<file path="config.mk">
export PLATFORM = sky130hd
export DESIGN_NAME = pc_control
export DESIGN_NICKNAME = d
export VERILOG_FILES = /design/src/rtl/cpu_fetch_pkg.sv /design/src/rtl/if_id_pipe_reg.sv /design/src/rtl/pc_control.sv
export SDC_FILE = /design/constraint.sdc
export NUM_CORES = 1
export LEC_CHECK = 0
export CAP_MARGIN = 10
export CORE_ASPECT_RATIO = 0.75
export CORE_MARGIN = 2
export CORE_UTILIZATION = 25
export DETAILED_ROUTE_END_ITERATION = 10
export PLACE_DENSITY_LB_ADDON = 0.25
export SETUP_SLACK_MARGIN = 0.15
export SYNTH_ARGS = -nofsm -noshare
export SYNTH_HDL_FRONTEND = slang
export SYNTH_HIERARCHICAL = 1
export SYNTH_SLANG_ARGS = --single-unit
</file>
<file path="constraint.sdc">
create_clock -name clk -period 2.8 [get_ports clk]
set_clock_uncertainty 0.05 [all_clocks]
set_input_delay 0.84 -clock clk [delete_from_list [all_inputs] [get_ports clk]]
set_output_delay 0.84 -clock clk [all_outputs]
set_load 0.005 [all_outputs]
</file>
<file path="src/rtl/cpu_fetch_pkg.sv">
// Shared fetch-stage constants, RUN/HALT state encoding and the IF/ID payload layout.
package cpu_fetch_pkg;

  localparam logic [15:0] RESET_PC   = 16'h0000;
  localparam logic [15:0] PC_INC     = 16'd2;
  localparam logic [3:0]  HLT_OPCODE = 4'hF;

  typedef enum logic {
    ST_RUN  = 1'b0,
    ST_HALT = 1'b1
  } fetch_state_e;

  typedef struct packed {
    logic [15:0] pc_curr;
    logic [15:0] pc_next;
    logic        pred_taken;
    logic [15:0] pred_target;
    logic        valid;
  } if_id_t;

  // 16-bit sum drops the carry, so 16'hFFFE wraps to 16'h0000.
  function automatic logic [15:0] pc_plus_inc(input logic [15:0] pc);
    return pc + PC_INC;
  endfunction

endpackage

</file>
<file path="src/rtl/if_id_pipe_reg.sv">
// IF/ID pipeline register: clr bubbles the slot (valid only), wen loads, otherwise holds.
module if_id_pipe_reg
  import cpu_fetch_pkg::*;
(
  input  logic   clk,
  input  logic   rst,
  input  logic   wen,
  input  logic   clr,
  input  if_id_t data_i,
  output if_id_t data_o
);

  if_id_t data_d;
  if_id_t data_q;

  always_comb begin
    data_d = data_q;
    if (clr) begin
      data_d.valid = 1'b0;
    end else if (wen) begin
      data_d = data_i;
    end
  end

  // NOTE: sequential state uses non-blocking assignments so every flop samples pre-edge values.
  always_ff @(posedge clk) begin
    if (rst) data_q <= '0;
    else     data_q <= data_d;
  end

  assign data_o = data_q;

endmodule

</file>
<file path="src/rtl/pc_control.sv">
// Fetch PC sequencing with redirect, stall, RUN/HALT FSM and the IF/ID register.
// Optional saturating branch/mispredict counters are enabled by defining BRANCH_STATS_EN.
module pc_control
  import cpu_fetch_pkg::*;
(
  input  logic        clk,
  input  logic        rst,
  input  logic        stall,
  input  logic        halt_fetch,
  input  logic        predicted_taken,
  input  logic [15:0] predicted_target,
  input  logic        misprediction,
  input  logic        actual_taken,
  input  logic [15:0] actual_target,
  input  logic        is_branch,
  output logic [15:0] PC_curr,
  output logic        predictor_enable,
  output logic [15:0] IF_ID_PC_curr,
  output logic [15:0] IF_ID_PC_next,
  output logic        IF_ID_predicted_taken,
  output logic [15:0] IF_ID_predicted_target,
  output logic        IF_ID_valid,
  output logic        flush,
  output logic        halted
`ifdef BRANCH_STATS_EN
  ,
  output logic [15:0] branch_count,
  output logic [15:0] mispredict_count
`endif
);

  fetch_state_e state_d, state_q;
  logic [15:0]  pc_d, pc_q;
  if_id_t       if_id_in, if_id_out;

  // NOTE: every always_comb output gets a default first, so no path can infer a latch.
  always_comb begin
    state_d = state_q;
    pc_d    = pc_q;
    if (misprediction) begin
      // Redirect wins over stall and halt; a HLT seen while halted was on the wrong path.
      pc_d = actual_taken ? actual_target : if_id_out.pc_next;
      if (state_q == ST_HALT) state_d = ST_RUN;
    end else if (!stall) begin
      if (state_q == ST_RUN) begin
        if (halt_fetch) begin
          state_d = ST_HALT;
        end else if (predicted_taken) begin
          pc_d = predicted_target;
        end else begin
          pc_d = pc_plus_inc(pc_q);
        end
      end
    end
  end

  always_ff @(posedge clk) begin
    if (rst) begin
      state_q <= ST_RUN;
      pc_q    <= RESET_PC;
    end else begin
      state_q <= state_d;
      pc_q    <= pc_d;
    end
  end

  assign if_id_in = '{pc_curr:     pc_q,
                      pc_next:     pc_plus_inc(pc_q),
                      pred_taken:  predicted_taken,
                      pred_target: predicted_target,
                      valid:       (state_q == ST_RUN)};

  if_id_pipe_reg u_if_id (
    .clk    (clk),
    .rst    (rst),
    .wen    (~stall),
    .clr    (misprediction),
    .data_i (if_id_in),
    .data_o (if_id_out)
  );

  assign PC_curr                = pc_q;
  assign predictor_enable       = ~stall;
  assign IF_ID_PC_curr          = if_id_out.pc_curr;
  assign IF_ID_PC_next          = if_id_out.pc_next;
  assign IF_ID_predicted_taken  = if_id_out.pred_taken;
  assign IF_ID_predicted_target = if_id_out.pred_target;
  assign IF_ID_valid            = if_id_out.valid;
  assign flush                  = misprediction;
  assign halted                 = (state_q == ST_HALT);

`ifdef BRANCH_STATS_EN
  logic [15:0] branch_count_d, branch_count_q;
  logic [15:0] mispredict_count_d, mispredict_count_q;

  always_comb begin
    branch_count_d     = branch_count_q;
    mispredict_count_d = mispredict_count_q;
    if (is_branch && !stall && (branch_count_q != 16'hFFFF))
      branch_count_d = branch_count_q + 16'd1;
    if (misprediction && (mispredict_count_q != 16'hFFFF))
      mispredict_count_d = mispredict_count_q + 16'd1;
  end

  always_ff @(posedge clk) begin
    if (rst) begin
      branch_count_q     <= '0;
      mispredict_count_q <= '0;
    end else begin
      branch_count_q     <= branch_count_d;
      mispredict_count_q <= mispredict_count_d;
    end
  end

  assign branch_count     = branch_count_q;
  assign mispredict_count = mispredict_count_q;
`else
  logic unused_is_branch;
  assign unused_is_branch = is_branch;
`endif

endmodule
</file>
==> results.yml, run 1 <==
status:
  status: "complete, no violations"
yosys:
  postSynth.asyncResetShare_pct: 0
  postSynthAreaPerCell_um2: 9.11
  ys_seq_elements: 67
  yosys_warnings: 6
  netlist_instances: 426
  synth_area_um2: 3880
  post_synthesis_cell_type_count: 48
  syn-num-nets: 467
  yosysSeqAreaShare_pct: 34.5
  synthFlopType: "dfxtp_1"
  synth_enable_flop_cells: 0
finish:
  layout_overhead_on_the_synthesized_area_pct: 39.1
  finalNetCount: 547
  final_core_utilization_pct: 35.5
  antennaDiodeCount: 0
  fillers: 1547
  layout-drive-gt1-share_pct: 13.5
  seqCellArea_um2: 1340
  multi_input_area_um2: 2200
floorplanning:
  floorplan.die_area_um2: 16600
  starting_density_pct: 25.5
  design.core.area_um2: 15200
  top_level_ports: 109
  width_of_the_chip_um: 148
  fp-row-count: 39
  chipHeight_um: 112
sta:
  min_period_over_period_pct: 93.4
  layout_min_cycle_time_ps: 2620
  totalNegativeSetupSlack_ps: 0
  rsz_0062_raised_after_global_routing: "no"
  report.final.slew_viol_count: 0
  setup-violations-final: 0
  fin_hold_viols: 0
  maxClockFrequency_ghz: 0.382
  hold_slack_ps: 421
  max_slew.worst_pin.slew_ps: 688
  max_slew_margin_pct: 54.2
grt:
  grt-ovfl-total: 0
  maximum_number_of_pins_on_one_net_before_global_route_repair: 40
  first_global_vias: 3423
  first_pass_grt_wire_length_um: 19700
  grt.total_usage_pct: 15.5
  grt_antenna_before_repair: 0
pwr:
  cellLeakagePower_nw: 1.89
  register_share_of_total_power_pct: 40.3
  switchingPower_uw: 694
  netSwitchingFraction_pct: 26.7
  power-per-cell-area_nw_per_um2: 482
  share_clk_of_total_power_pct: 43.1
  finalPower_mw: 2.60
  power_report.internal_total_mw: 1.91
  comb_power_share_pct: 16.6
  worst_ir_drop_vdd_uv: 250
drt:
  finalWirelength_um: 12900
  drt_iter0_markers: 219
  routedWlPerCell_um: 18.0
  drt-pass1-iter-count: 5
  vias: 3515
  detailed_route_drc_error_count: 0
  post_drt_via_cell_ratio: 4.91
  detail_route_antenna_nets: 0
hold_path:
  worst_hold_path_type: "reg -> reg"
  hold_path.startpoint: "u_if_id/data_o[4]"
cts:
  h-tree-depth: 3
  cts.sinks: 67
  cts_hold_buf: 0
  cts_made_buffers: 9
  clk_latency_ps: 340
  clock-root-buffer: "clkbuf_16"
  tritoncts_clock_tree: "built"
  maximum_count_of_clock_buffers_along_a_single_path: 2
  setup_fix_bufs_post_cts: 0
  cts.clk_slew.worst_paths_ps: 50
place:
  final_weighted_congestion_in_routability_driven_placement: 0.851
  detailed_place_hpwl_um: 9250
  io_buffer_count: 107
job:
  max-cap-violations: 0
setup_path:
  critical_path.startpoint: "stall"
  critical_path_required_ps: 1910
  critical_path_peak_fanout: 2
  timing_worst_setup_path_type: "in -> out"
  cp-start-kind: "input pin"
  timing.critical_path.to_type: "output port"
  worstPathArrival_ps: 1730
  worstReg2RegStart: "PC_curr[1]"
-- worst paths after layout --
path,endpoint,slack [ps],cells past startpoint
worst max-delay path,predictor_enable,180,3
worst min-delay path,u_if_id/data_o[4],420,2
worst max register to register,PC_curr[11],640,5
worst min register to register,u_if_id/data_o[4],420,2
-- routing by layer --
layer  routed length [um]  vias up  GRT usage (%)
li1                     -     1701              -
met1                 6460     1691           22.7
met2                 5390      113           22.3
met3                  887       10           4.10
met5                    0        -              0
met4                  137        0           4.06
-- cell usage in the layout (no fill, tap or decap), drive strengths merged, types with 4 or more instances in the layout --
cell / count
a21oi: 13
a22o: 4
a22oi: 5
a32o: 4
buf: 23
clkbuf: 12
clkdlybuf4s50: 104
clkinv: 5
dfxtp: 67
mux2: 13
mux2i: 10
nand2: 12
nand2b: 49
nand3: 9
nand4bb: 49
nor2: 12
nor3: 5
o211ai: 5
o21ai: 60
xnor2: 7
xor2: 6
-- layout make-up --
type / count / share of cell area, %
clock inverters: 4 / 0.440
clock buffers: 12 / 4.94
multi-input cells: 296 / 40.8
flip-flops and latches: 67 / 24.8
well taps: 205 / 4.75
repair buffers: 128 / 23.9
inverters: 4 / 0.301
-- synthesized netlist by cell type, drive strengths merged, types with 3 or more instances --
cell / count / area [um^2]
a21o: 3 / 22.5
a21oi: 13 / 65.1
a22o: 4 / 35.0
a22oi: 5 / 37.5
a31oi: 3 / 18.8
a32o: 4 / 40.0
buf: 34 / 230
clkbuf: 25 / 93.8
dfxtp: 67 / 1340
inv: 4 / 15.0
mux2: 13 / 146
mux2i: 10 / 100
nand2: 12 / 52.6
nand2b: 49 / 307
nand3: 9 / 45.0
nand4: 3 / 18.8
nand4bb: 49 / 552
nor2: 12 / 45.0
nor3: 5 / 25.0
o211ai: 5 / 37.5
o21ai: 60 / 338
o31ai: 3 / 22.5
xnor2: 7 / 61.3
xor2: 6 / 52.6
-- cell families (layout without fill, tap and decap cells) --
kind of cell | after synthesis | in the layout | share of synthesized area [%]
AND/OR/NAND/NOR | 152 | 152 | 29.7
buffers and inverters | 63 | 148 | 8.73
multiplexers | 23 | 23 | 6.35
flip-flops | 67 | 67 | 34.5
adder cells (fa/ha/maj) | 1 | 1 | 0.322
XOR/XNOR | 13 | 13 | 2.93
AO/OA/AOI/OAI | 107 | 107 | 17.4
-- critical path, stage by stage --
cell	delay, ps
clkdlybuf4s50_1	520
clkinv_2	90
dlygate4sd2_1	280
-- metrics by stage --
stage	setup WS, ps	instances	cell area (um^2)
6_report	185	716	5400
5_1_grt	158	716	5400
4_1_cts	175	716	5400
3_5_place_dp	-44.2	700	5110
3_3_place_gp	-44.8	700	5110
2_1_floorplan	639	426	3880
-- state kept, by name, summed over array words and instances, names as in the netlist --
register and flops:
PC_curr 16, u_if_id/data_o 50, halted 1
-- power by group through the flow --
stage          combinational (mW)  clock, mW  sequential (mW)
2_1_floorplan               0.234          0             1.05
3_3_place_gp                0.429          0             1.07
3_5_place_dp                0.433          0             1.07
4_1_cts                     0.435       1.15             1.05
5_1_grt                     0.468       1.17             1.06
6_report                    0.433       1.12             1.05
-- what timing repair did --
action | CTS | global route
endpoints found under the setup margin | 1 | 0
gates resized for setup | 2 | 0
endpoints found under the hold margin | 0 | 0
(Power assumes the default switching activity.)
==> inputs of run 2 (changes only) <==
--- a/config.mk
+++ b/config.mk
@@ -10,6 +10,7 @@
 export CORE_MARGIN = 2
 export CORE_UTILIZATION = 25
 export DETAILED_ROUTE_END_ITERATION = 10
+export MAX_ROUTING_LAYER = met4
 export PLACE_DENSITY_LB_ADDON = 0.25
 export SETUP_SLACK_MARGIN = 0.15
 export SYNTH_ARGS = -nofsm -noshare
==> results.yml, run 2 (same netlist as run 1, synthesis figures left out) <==
status:
  status: "complete, no violations"
place:
  final_weighted_congestion_in_routability_driven_placement: 0.864
  detailed_place_hpwl_um: 9250
  detailed_place.area_um2: 5110
  io_buffer_count: 107
setup_path:
  timing.critical_path.cells: "clkdlybuf4s50_1, clkinv_2, dlygate4sd2_1"
  timing_worst_setup_path_type: "in -> out"
  timing.critical_path.to_type: "output port"
  crit_path_top_delay_cell: "clkdlybuf4s50_1"
  worstPathArrival_ps: 1720
  cp-start-kind: "input pin"
  critical_path.max_stage_delay_ps: 520
  critical_path_peak_fanout: 2
  critical_path_required_ps: 1910
cts:
  cts.clk_slew.worst_paths_ps: 50
  tritoncts_clock_tree: "built"
  cts.sinks: 67
  maximum_count_of_clock_buffers_along_a_single_path: 2
  clk_latency_ps: 340
  h-tree-depth: 3
  clock-root-buffer: "clkbuf_16"
  cts_made_buffers: 9
finish:
  antennaDiodeCount: 0
  layout.cells.most_common_list: "clkdlybuf4s50_1, dfxtp_1, nand2b_1, nand4bb_1, o21ai_1"
  layout.cell_area.non_filler_um2: 5400
  largest_register_ffs: 50
  finalNetCount: 547
  layout_overhead_on_the_synthesized_area_pct: 39.1
  fillers: 1547
  final_core_utilization_pct: 35.5
  layout-drive-gt1-share_pct: 13.5
  final_common_cell: "clkdlybuf4s50_1"
sta:
  maxClockFrequency_ghz: 0.383
  max_slew.worst_pin.slew_ps: 676
  hold_slack_ps: 420
  fin_hold_viols: 0
  rsz_0062_raised_after_global_routing: "no"
  min_period_over_period_pct: 93.3
  setup-violations-final: 0
  report.final.slew_viol_count: 0
  max_slew_margin_pct: 54.9
  layout_min_cycle_time_ps: 2610
floorplanning:
  design.core.area_um2: 15200
  fp-row-count: 39
  width_of_the_chip_um: 148
  floorplan.die_area_um2: 16600
  chipHeight_um: 112
  top_level_ports: 109
  starting_density_pct: 25.5
drt:
  drt-pass1-iter-count: 5
  routedWlPerCell_um: 18.0
  finalWirelength_um: 12900
  detailed_route_drc_error_count: 0
  drt_iter0_markers: 236
  detail_route_antenna_nets: 0
  vias: 3528
  post_drt_via_cell_ratio: 4.93
pwr:
  share_clk_of_total_power_pct: 43.1
  worst_ir_drop_vdd_uv: 253
  cellLeakagePower_nw: 1.89
  switchingPower_uw: 696
  power-per-cell-area_nw_per_um2: 483
  register_share_of_total_power_pct: 40.3
  comb_power_share_pct: 16.6
  power_report.internal_total_mw: 1.91
  netSwitchingFraction_pct: 26.7
grt:
  first_pass_grt_wire_length_um: 19700
  grt.total_usage_pct: 15.9
  grt_antenna_before_repair: 0
  maximum_number_of_pins_on_one_net_before_global_route_repair: 40
  first_global_vias: 3420
  grt-ovfl-total: 0
job:
  max-cap-violations: 0
hold_path:
  worst_hold_path_type: "reg -> reg"
[run 2: cell counts in the layout (fill, tap and decap cells not counted)]
Identical to the previous run, type by type.
[run 2: final timing paths]
kind	startpoint	end	slack, ps	cells after the start
hold / removal	u_if_id/data_o[4]	u_if_id/data_o[4]	420	2
setup / recovery	stall	predictor_enable	190	3
hold reg to reg	u_if_id/data_o[4]	u_if_id/data_o[4]	420	2
setup reg to reg	PC_curr[1]	PC_curr[11]	630	5
[run 2: worst max-delay path, delay by kind of cell]
kind	cells	cell delay [ps]
buffers and inverters	3	880
[run 2: area by class of cell]
| class | instances | area, um^2 | area share (%) |
|---|---|---|---|
| repair buffers | 128 | 1290 | 23.9 |
| well taps | 205 | 256 | 4.75 |
| inverters | 4 | 16.3 | 0.301 |
| clock inverters | 4 | 23.8 | 0.440 |
| multi-input cells | 296 | 2200 | 40.8 |
| flip-flops and latches | 67 | 1340 | 24.8 |
| clock buffers | 12 | 267 | 4.94 |
[run 2: power by group through the flow]
stage / sequential [mW] / clock (mW) / combinational, mW
floorplan: 1.05 / 0 / 0.234
finish: 1.05 / 1.12 / 0.432
CTS: 1.05 / 1.15 / 0.435
global placement: 1.07 / 0 / 0.429
global route: 1.06 / 1.17 / 0.468
detailed placement: 1.07 / 0 / 0.433
[run 2: timing repair]
action	in CTS	in global routing
setup endpoints to repair	1	0
setup buffers	0	0
hold buffers	0	0
gates resized for setup	2	0
[run 2: per-stage QoR]
step | instances | power (mW) | TNS (ps) | setup WS (ps)
after floorplan | 426 | 1.29 | 0 | 639
after global placement | 700 | 1.50 | -44.8 | -44.8
after detailed placement | 700 | 1.50 | -44.2 | -44.2
after CTS | 716 | 2.63 | 0 | 175
after global routing | 716 | 2.69 | 0 | 158
final | 716 | 2.61 | 0 | 188
[run 2: layer usage]
metal | up-vias | wire [um] | GRT usage, %
met5 | - | 0 | -
met4 | 0 | 125 | 4.06
met3 | 10 | 877 | 3.93
met2 | 125 | 5370 | 22.1
met1 | 1694 | 6500 | 23.0
li1 | 1699 | - | -
